File: config.mk
export PLATFORM = sky130hd
export DESIGN_NAME = ifetch_multi
export DESIGN_NICKNAME = d
export VERILOG_FILES = /design/src/rtl/ifetch_multi_pkg.sv /design/src/rtl/ifetch_multi_fetch_queue.sv /design/src/rtl/ifetch_multi.sv
export SDC_FILE = /design/constraint.sdc
export NUM_CORES = 1
export LEC_CHECK = 0
export CORE_MARGIN = 10
export CORE_UTILIZATION = 58
export CTS_CLUSTER_SIZE = 40
export DETAILED_ROUTE_END_ITERATION = 10
export GPL_TIMING_DRIVEN = 0
export PLACE_DENSITY_LB_ADDON = 0.3
export SKIP_CTS_REPAIR_TIMING = 1
export SYNTH_ARGS = -nofsm -noshare
export SYNTH_HDL_FRONTEND = slang
export SYNTH_SLANG_ARGS = --single-unit
File: constraint.sdc
create_clock -name clk -period 5.1 [get_ports clk]
set_input_delay 1.02 -clock clk [delete_from_list [all_inputs] [get_ports clk]]
set_output_delay 1.02 -clock clk [all_outputs]
set_load 0.02 [all_outputs]
File: src/rtl/ifetch_multi_pkg.sv
// Shared defaults for the multi-issue instruction fetch stage.
package ifetch_multi_pkg;

  localparam int DEF_ADDR_W  = 32;
  localparam int DEF_INST_W  = 32;
  localparam int DEF_FETCH_W = 2;
  localparam int DEF_QDEPTH  = 8;

  // Wide enough for any practical address width; sliced to ADDR_W by users.
  localparam logic [63:0] DEF_RESET_PC = 64'd0;

endpackage

File: src/rtl/ifetch_multi_fetch_queue.sv
// Fetch queue: pushes FETCH_W entries at once, pops 0..FETCH_W entries per
// cycle, flushes in one cycle and exposes the oldest FETCH_W entries.
module fetch_queue
  import ifetch_multi_pkg::*;
#(
  parameter int ENT_W   = DEF_ADDR_W + DEF_INST_W,
  parameter int FETCH_W = DEF_FETCH_W,
  parameter int QDEPTH  = DEF_QDEPTH,
  localparam int PTR_W  = $clog2(QDEPTH),
  localparam int CNT_W  = PTR_W + 1
) (
  input  logic                     clk,
  input  logic                     rst,
  input  logic                     flush,
  input  logic                     push,
  input  logic [FETCH_W*ENT_W-1:0] push_data,
  input  logic [CNT_W-1:0]         pop_cnt,
  output logic [CNT_W-1:0]         count,
  output logic [FETCH_W*ENT_W-1:0] head_data
);

  logic [ENT_W-1:0] mem [QDEPTH];
  logic [PTR_W-1:0] rd_ptr;
  logic [PTR_W-1:0] wr_ptr;

  // Entry storage: a whole fetch bundle lands in consecutive slots.
  // NOTE: the storage array is deliberately not reset; only pointers and
  // count are, since an entry is never read unless count says it is valid.
  always_ff @(posedge clk) begin
    if (rst && push && !flush) begin
      for (int k = 0; k < FETCH_W; k++) begin
        mem[wr_ptr + PTR_W'(k)] <= push_data[k*ENT_W +: ENT_W];
      end
    end
  end

  // Pointer and occupancy bookkeeping; flush empties the queue at once.
  // NOTE: all state here uses non-blocking assignments so every register
  // samples pre-edge values, independent of statement order.
  always_ff @(posedge clk) begin
    if (!rst || flush) begin
      rd_ptr <= '0;
      wr_ptr <= '0;
      count  <= '0;
    end else begin
      if (push) begin
        wr_ptr <= wr_ptr + PTR_W'(FETCH_W);
      end
      rd_ptr <= rd_ptr + pop_cnt[PTR_W-1:0];
      count  <= count + (push ? CNT_W'(FETCH_W) : '0) - pop_cnt;
    end
  end

  // Head window: the FETCH_W oldest slots, wrapping around the buffer.
  always_comb begin
    for (int k = 0; k < FETCH_W; k++) begin
      head_data[k*ENT_W +: ENT_W] = mem[rd_ptr + PTR_W'(k)];
    end
  end

endmodule

File: src/rtl/ifetch_multi.sv
// Multi-issue instruction fetch: issues FETCH_W-wide fetches under a queue
// credit rule, tracks the single in-flight bundle and redirects on branch.
module ifetch_multi
  import ifetch_multi_pkg::*;
#(
  parameter int                ADDR_W   = DEF_ADDR_W,
  parameter int                INST_W   = DEF_INST_W,
  parameter int                FETCH_W  = DEF_FETCH_W,
  parameter int                QDEPTH   = DEF_QDEPTH,
  parameter logic [ADDR_W-1:0] RESET_PC = DEF_RESET_PC[ADDR_W-1:0]
) (
  input  logic                      clk,
  input  logic                      rst,
  input  logic                      v_i,
  input  logic                      stall_i,
  input  logic                      branch_i,
  input  logic [ADDR_W-1:0]         baddr_i,
  output logic [ADDR_W-1:0]         imem_addr_o,
  input  logic [FETCH_W*INST_W-1:0] imem_inst_i,
  output logic [FETCH_W*INST_W-1:0] inst_o,
  output logic [FETCH_W*ADDR_W-1:0] origaddr_o,
  output logic [FETCH_W-1:0]        v_o
);

  localparam int PTR_W = $clog2(QDEPTH);
  localparam int CNT_W = PTR_W + 1;
  localparam int ENT_W = ADDR_W + INST_W;

  logic [ADDR_W-1:0]        pc;
  logic [ADDR_W-1:0]        infl_addr;
  logic                     infl;
  logic                     issue;
  logic                     push;
  logic [CNT_W-1:0]         count;
  logic [CNT_W-1:0]         pop_cnt;
  logic [FETCH_W*ENT_W-1:0] push_data;
  logic [FETCH_W*ENT_W-1:0] head_data;

  assign imem_addr_o = pc;

  // Credit rule: issue only if the queue can absorb this bundle on top of
  // the one already in flight, so a push can never overflow.
  assign issue = v_i && !branch_i &&
                 (int'(count) + (infl ? FETCH_W : 0) + FETCH_W <= QDEPTH);

  // A returning bundle is dropped when a redirect arrives in the same cycle.
  assign push = infl && !branch_i;

  // Pop whatever is presented to decode, unless decode stalls or we redirect.
  assign pop_cnt = (stall_i || branch_i) ? '0 :
                   ((count > CNT_W'(FETCH_W)) ? CNT_W'(FETCH_W) : count);

  // Tag each returned lane with its own address; lane k is word addr+k.
  // NOTE: every always_comb output gets a default first so that no path
  // leaves it unassigned and a latch is never inferred.
  always_comb begin
    push_data = '0;
    for (int k = 0; k < FETCH_W; k++) begin
      push_data[k*ENT_W +: ENT_W] = {infl_addr + ADDR_W'(k),
                                     imem_inst_i[k*INST_W +: INST_W]};
    end
  end

  // PC and in-flight tracking; a redirect overrides any issue this cycle.
  always_ff @(posedge clk) begin
    if (!rst) begin
      pc        <= RESET_PC;
      infl      <= 1'b0;
      infl_addr <= '0;
    end else if (branch_i) begin
      pc   <= baddr_i;
      infl <= 1'b0;
    end else begin
      infl <= issue;
      if (issue) begin
        infl_addr <= pc;
        pc        <= pc + ADDR_W'(FETCH_W);
      end
    end
  end

  fetch_queue #(
    .ENT_W   (ENT_W),
    .FETCH_W (FETCH_W),
    .QDEPTH  (QDEPTH)
  ) u_queue (
    .clk       (clk),
    .rst       (rst),
    .flush     (branch_i),
    .push      (push),
    .push_data (push_data),
    .pop_cnt   (pop_cnt),
    .count     (count),
    .head_data (head_data)
  );

  // Decode view of the queue head; invalid lanes read as zero.
  always_comb begin
    v_o        = '0;
    inst_o     = '0;
    origaddr_o = '0;
    for (int k = 0; k < FETCH_W; k++) begin
      if (int'(count) > k) begin
        v_o[k]                           = 1'b1;
        inst_o[k*INST_W +: INST_W]       = head_data[k*ENT_W +: INST_W];
        origaddr_o[k*ADDR_W +: ADDR_W]   = head_data[k*ENT_W + INST_W +: ADDR_W];
      end
    end
  end

endmodule

==> results.cfg <==
[sta]
rsz0062_at_grt = true
finalHoldViolCount = 0
hold_slack_ps = 519
clock_skew_ps = 11.0
timing.fmax_mhz = 198
slew_violations = 0
layout_setup_ws_ps = 50.9
min_period_ps = 5050
setup_viol_count_final = 0
fin_setup_tns_ps = 0
slew_headroom_pct = 23.7
timing.final.crit_share_pct = 99.0
tightest_slew_ps = 1140

[critical_path]
start_kind = register
crit_type = register to output port
required_ps = 4080
path_common_cell = clkbuf_1
worst-path-max-fanout = 10
cp_slowest_cell = buf_1
cp.arrival_ps = 4030
endpoint_kind = output port
crit_path_max_incr_delay_ps = 830
path_cells = clkbuf_1 > clkbuf_1 > buf_1 > mux2i_1 > nor2_1 > clkdlybuf4s50_1
reg2reg_setup_slack_ps = 1830

[cells_and_area]
multiInputGateArea_sq_um = 10000
fin_area_sq_um = 33000
final_cells = 2690
n_fill_cell = 2979
area_growth_pct = 20.4
nets = 2150
drive_above_1_share_pct = 19.2
seqCellArea_sq_um = 16900

[global_route]
grt.total_usage_pct = 26.0
grt_start_max_net_pins = 59
gr-total-overflow = 0
grt_pass1_wl_um = 112000
grt_pass1_vias = 18400
antenna_found_initial = 0

[synthesis]
synth_edf_count = 512
yosysTopAreaCellShare_pct = 56.2
syn_area_sq_um = 27400
syn_avg_cell_area_sq_um = 16.1
netlist_instances = 1700
synth_top_cell_by_area = edfxtp_1
syn_nets = 1820
synth_cell_type_count = 41
synth_seq_area_share_pct = 61.6
yosys_most_used_dff = edfxtp_1
synth.area.top_cells = edfxtp_1, mux4_2, dfxtp_1, nand2_1, mux2i_1
ys_top_cells_by_count = edfxtp_1, mux4_2, nand2_1, a21oi_1, nor2_1
yosysWarnings = 0
ys_seq_elements = 586
synth_most_common_cell = edfxtp_1
synthArstFlopShare_pct = 0

[placed_design]
place.detailed.hpwl_um = 49600
placed_area_sq_um = 31000
post-place-ws_ps = 359
placed_cells = 2577
place.gp.congestion = 0.912
io_buffer_count = 262

[clock_network]
cts_tree = yes
cts_buffers = 58
cts_max_level = 2
clock-sinks = 586
clk_root_buffer_cell = clkbuf_16
clock_insertion_delay_worst_skew_ps = 600
clockBufferDepth = 3
clk_pin_slew_ps = 60

[die]
die_w_um = 237
dieArea_sq_um = 56300
num_rows = 79
die_h_um = 237
start_util_pct = 58.7
pin_count = 263
core_area_sq_um = 46700

[outcome]
outcome = completed

[detailed_routing]
via_count = 17600
wirelength_um = 73800
wire_per_inst_um = 27.4
first_pass_iters = 5
first_iter_violations = 1944
drc_errors = 0
ant_nets = 0
vias_per_cell = 6.54

[pwr]
peakVddDrop_uv = 237
p_leak_nw = 10.0
power.density_nw_per_um2 = 316

[hold_path]
hp-class = register to register

[job]
drv_cap = 0
==> cells in the final DEF, fill, tap and decap left out, types with 18 or more instances in the layout <==
| master | count |
|---|---|
| mux2i_1 | 68 |
| nor2_1 | 83 |
| edfxtp_1 | 512 |
| clkbuf_2 | 25 |
| o21ai_0 | 32 |
| inv_1 | 20 |
| a21oi_1 | 91 |
| buf_1 | 18 |
| nand4_1 | 19 |
| clkbuf_16 | 59 |
| dfxtp_1 | 74 |
| nand2_1 | 217 |
| a21boi_0 | 33 |
| xnor2_1 | 50 |
| clkbuf_1 | 78 |
| mux4_2 | 256 |
| clkdlybuf4s50_1 | 262 |
==> state kept, by name (all words and copies together) (netlist names) <==
signal          count
u_queue.mem       512
infl_addr          32
infl                1
u_queue.wr_ptr      2
u_queue.rd_ptr      3
imem_addr_o        32
u_queue.count       4
==> cell families (layout without fill, tap and decap cells) <==
logic type,count (synthesis),in the layout,synth area share (%)
multiplexers,324,324,23.5
adder cells (fa/ha/maj),19,19,0.951
other,0,4,0
AND/OR/NAND/NOR,404,404,6.56
XOR/XNOR,62,62,1.98
flip-flops,586,586,61.6
AO/OA/AOI/OAI,163,163,3.35
buffers and inverters,142,521,2.05
==> worst paths after layout <==
path	start	end	cells after the start
min reg2reg	imem_addr_o[26]$_SDFFE_PN0P_	infl_addr[26]$_SDFFE_PN0P_	2
min	imem_addr_o[26]$_SDFFE_PN0P_	infl_addr[26]$_SDFFE_PN0P_	2
max	u_queue.rd_ptr[2]$_SDFF_PP0_	inst_o[30]	6
max reg2reg	infl$_SDFF_PP0_	infl_addr[27]$_SDFFE_PN0P_	14
==> area by class of cell <==
type                            instances  share of cell area [%]
Clock buffer                           78                    4.76
Sequential cell                       586                    51.1
Timing Repair Buffer                  270                    8.63
Inverter                               20                   0.228
Tap cell                              607                    2.30
Antenna cell                            4                  0.0304
Clock inverter                         31                   0.976
Buffer                                122                    1.60
Multi-Input combinational cell        972                    30.3
==> power breakdown <==
group	internal (mW)	total, mW	leakage, nW	switching, mW
Combinational	0.364	0.878	3.83	0.513
Sequential	5.24	5.30	5.27	0.0594
Clock	2.47	4.25	0.930	1.78
Total	8.07	10.4	10.0	2.35
==> per-stage QoR <==
step	utilization, %	power [mW]
after floorplan	-	5.79
after global placement	65.9	6.25
after detailed placement	66.4	6.27
after CTS	70.5	10.5
after global routing	70.6	10.7
final	70.6	10.4
==> metal layers <==
| metal | vias to the layer above | part of all wire (%) | GRT usage (%) |
|---|---|---|---|
| met5 | - | 0 | 0 |
| li1 | 7416 | - | - |
| met1 | 8906 | 37 | 33.2 |
| met4 | 0 | 3.0 | 8.74 |
| met3 | 150 | 11 | 6.32 |
| met2 | 1116 | 49 | 43.2 |
==> worst max-delay path: cells and delay by family, from the launching register on <==
kind	cells	cell delay [ps]
flops	1	300
simple gates	1	270
mux	1	210
buf+inv	4	2640
(Power assumes the default switching activity.)
==> patch (same flow settings) <==
Make the reset (`rst`) asynchronous in one clocked block.
--- a/src/rtl/ifetch_multi.sv
+++ b/src/rtl/ifetch_multi.sv
@@ -62,7 +62,7 @@
   end
 
   // PC and in-flight tracking; a redirect overrides any issue this cycle.
-  always_ff @(posedge clk) begin
+  always_ff @(posedge clk or negedge rst) begin
     if (!rst) begin
       pc        <= RESET_PC;
       infl      <= 1'b0;
Check against the original RTL: not settled (the Yosys comparison gave no result); the edit may change what the design does.
==> patch against the unedited design <==
- final area rose by 0.60%
- area after synthesis rose by 0.60%
- setup slack improved by 45 ps
- sequential cell count unchanged
- power up 14%
- sequential power increased by 9.6%
- wire length fell by 0.34%
- non-clock buffer count shrank 17
- clock skew increased by 2.7 ps
- clock power grew 4%
- cell count shrank 3.3%
- count of clock-buffer cells in the layout fell by 14
- hold slack got worse by 27 ps
- die area increased by 0.55%
- largest cell class unchanged
==> patch: results <==
layout:
  number_of_diodes: 2
  final_layout_size_suffix_gt1_share_pct: 22.83
  multi_input_comb_area_um2: 9867
  layout.filler_cells: 2862
  fin_cells: 2602
  bufAreaShareNonClock_pct: 9.914
  fin_nets: 2065
  area_share_clock_buf_inv_pct: 5.967
  sh_seq_area_pct: 51.82
timing:
  worst_hold_margin_ps: 492.6
  timing.clock.skew_ps: 13.74
  fin_crit_sh_pct: 98.12
  worst_slew_margin_rel_pct: 27.79
min_path:
  hold_crit_path_type: "input pin to asynchronous set/reset pin"
synth:
  synth_sequential_area_ratio_pct: 62.38
  syn_nets: 1737
  postSynth.asyncResetShare_pct: 11.09
  most_common_library_cells_after_synthesis: "512 x sky130_fd_sc_hd__edfxtp_1, 256 x sky130_fd_sc_hd__mux4_2, 183 x sky130_fd_sc_hd__nand2_1"
setup_path:
  worst_ep_arrival_time_ps: 3980
  crit_path_capture: "origaddr_o[24]"
grt:
  pin_count_of_the_biggest_net_entering_global_routing: 68
  grt_use_total_pct: 26.06
  number_of_global_route_vias_before_repair: 17990
routing:
  post_drt_wl_per_cell_um: 28.26
  detail_route.iter0.violations: 2186
status:
  outcome: "finished, final reports clean"
placement:
  dp.final_hpwl_mm: 48.34
  place_inst: 2493
clock_network:
  tritoncts.num_buffers: 57
## patch: cells by family after synthesis
family	Yosys count	share of synthesized area, %
DFF	586	62.38
and+or+nand+nor	365	6.065
muxes	357	24.76
buffers and inverters	126	1.922
AOI/OAI and AO/OA	104	2.022
xor gates and xnor gates	60	1.908
adders and majority gates	19	0.9449
## patch: worst max-delay path: stages (launching register included)
cell and delay [ps]:
sky130_fd_sc_hd__dfxtp_1 310, sky130_fd_sc_hd__clkbuf_1 350, sky130_fd_sc_hd__clkbuf_1 780, sky130_fd_sc_hd__clkbuf_1 830
sky130_fd_sc_hd__mux2i_1 280, sky130_fd_sc_hd__nor2_1 180, sky130_fd_sc_hd__clkdlybuf4s50_1 630
## patch: metal layers
metal  global-route usage [%]  part of all wire, %  wire (µm)  vias up
met5                        0                0.012          9        -
met4                    7.399                  2.4       1781        2
met3                    5.602                  9.9       7306      113
met2                    43.54                   50      36990     1015
met1                    34.23                   37      27450     8873
li1                         -                    -          -     7143
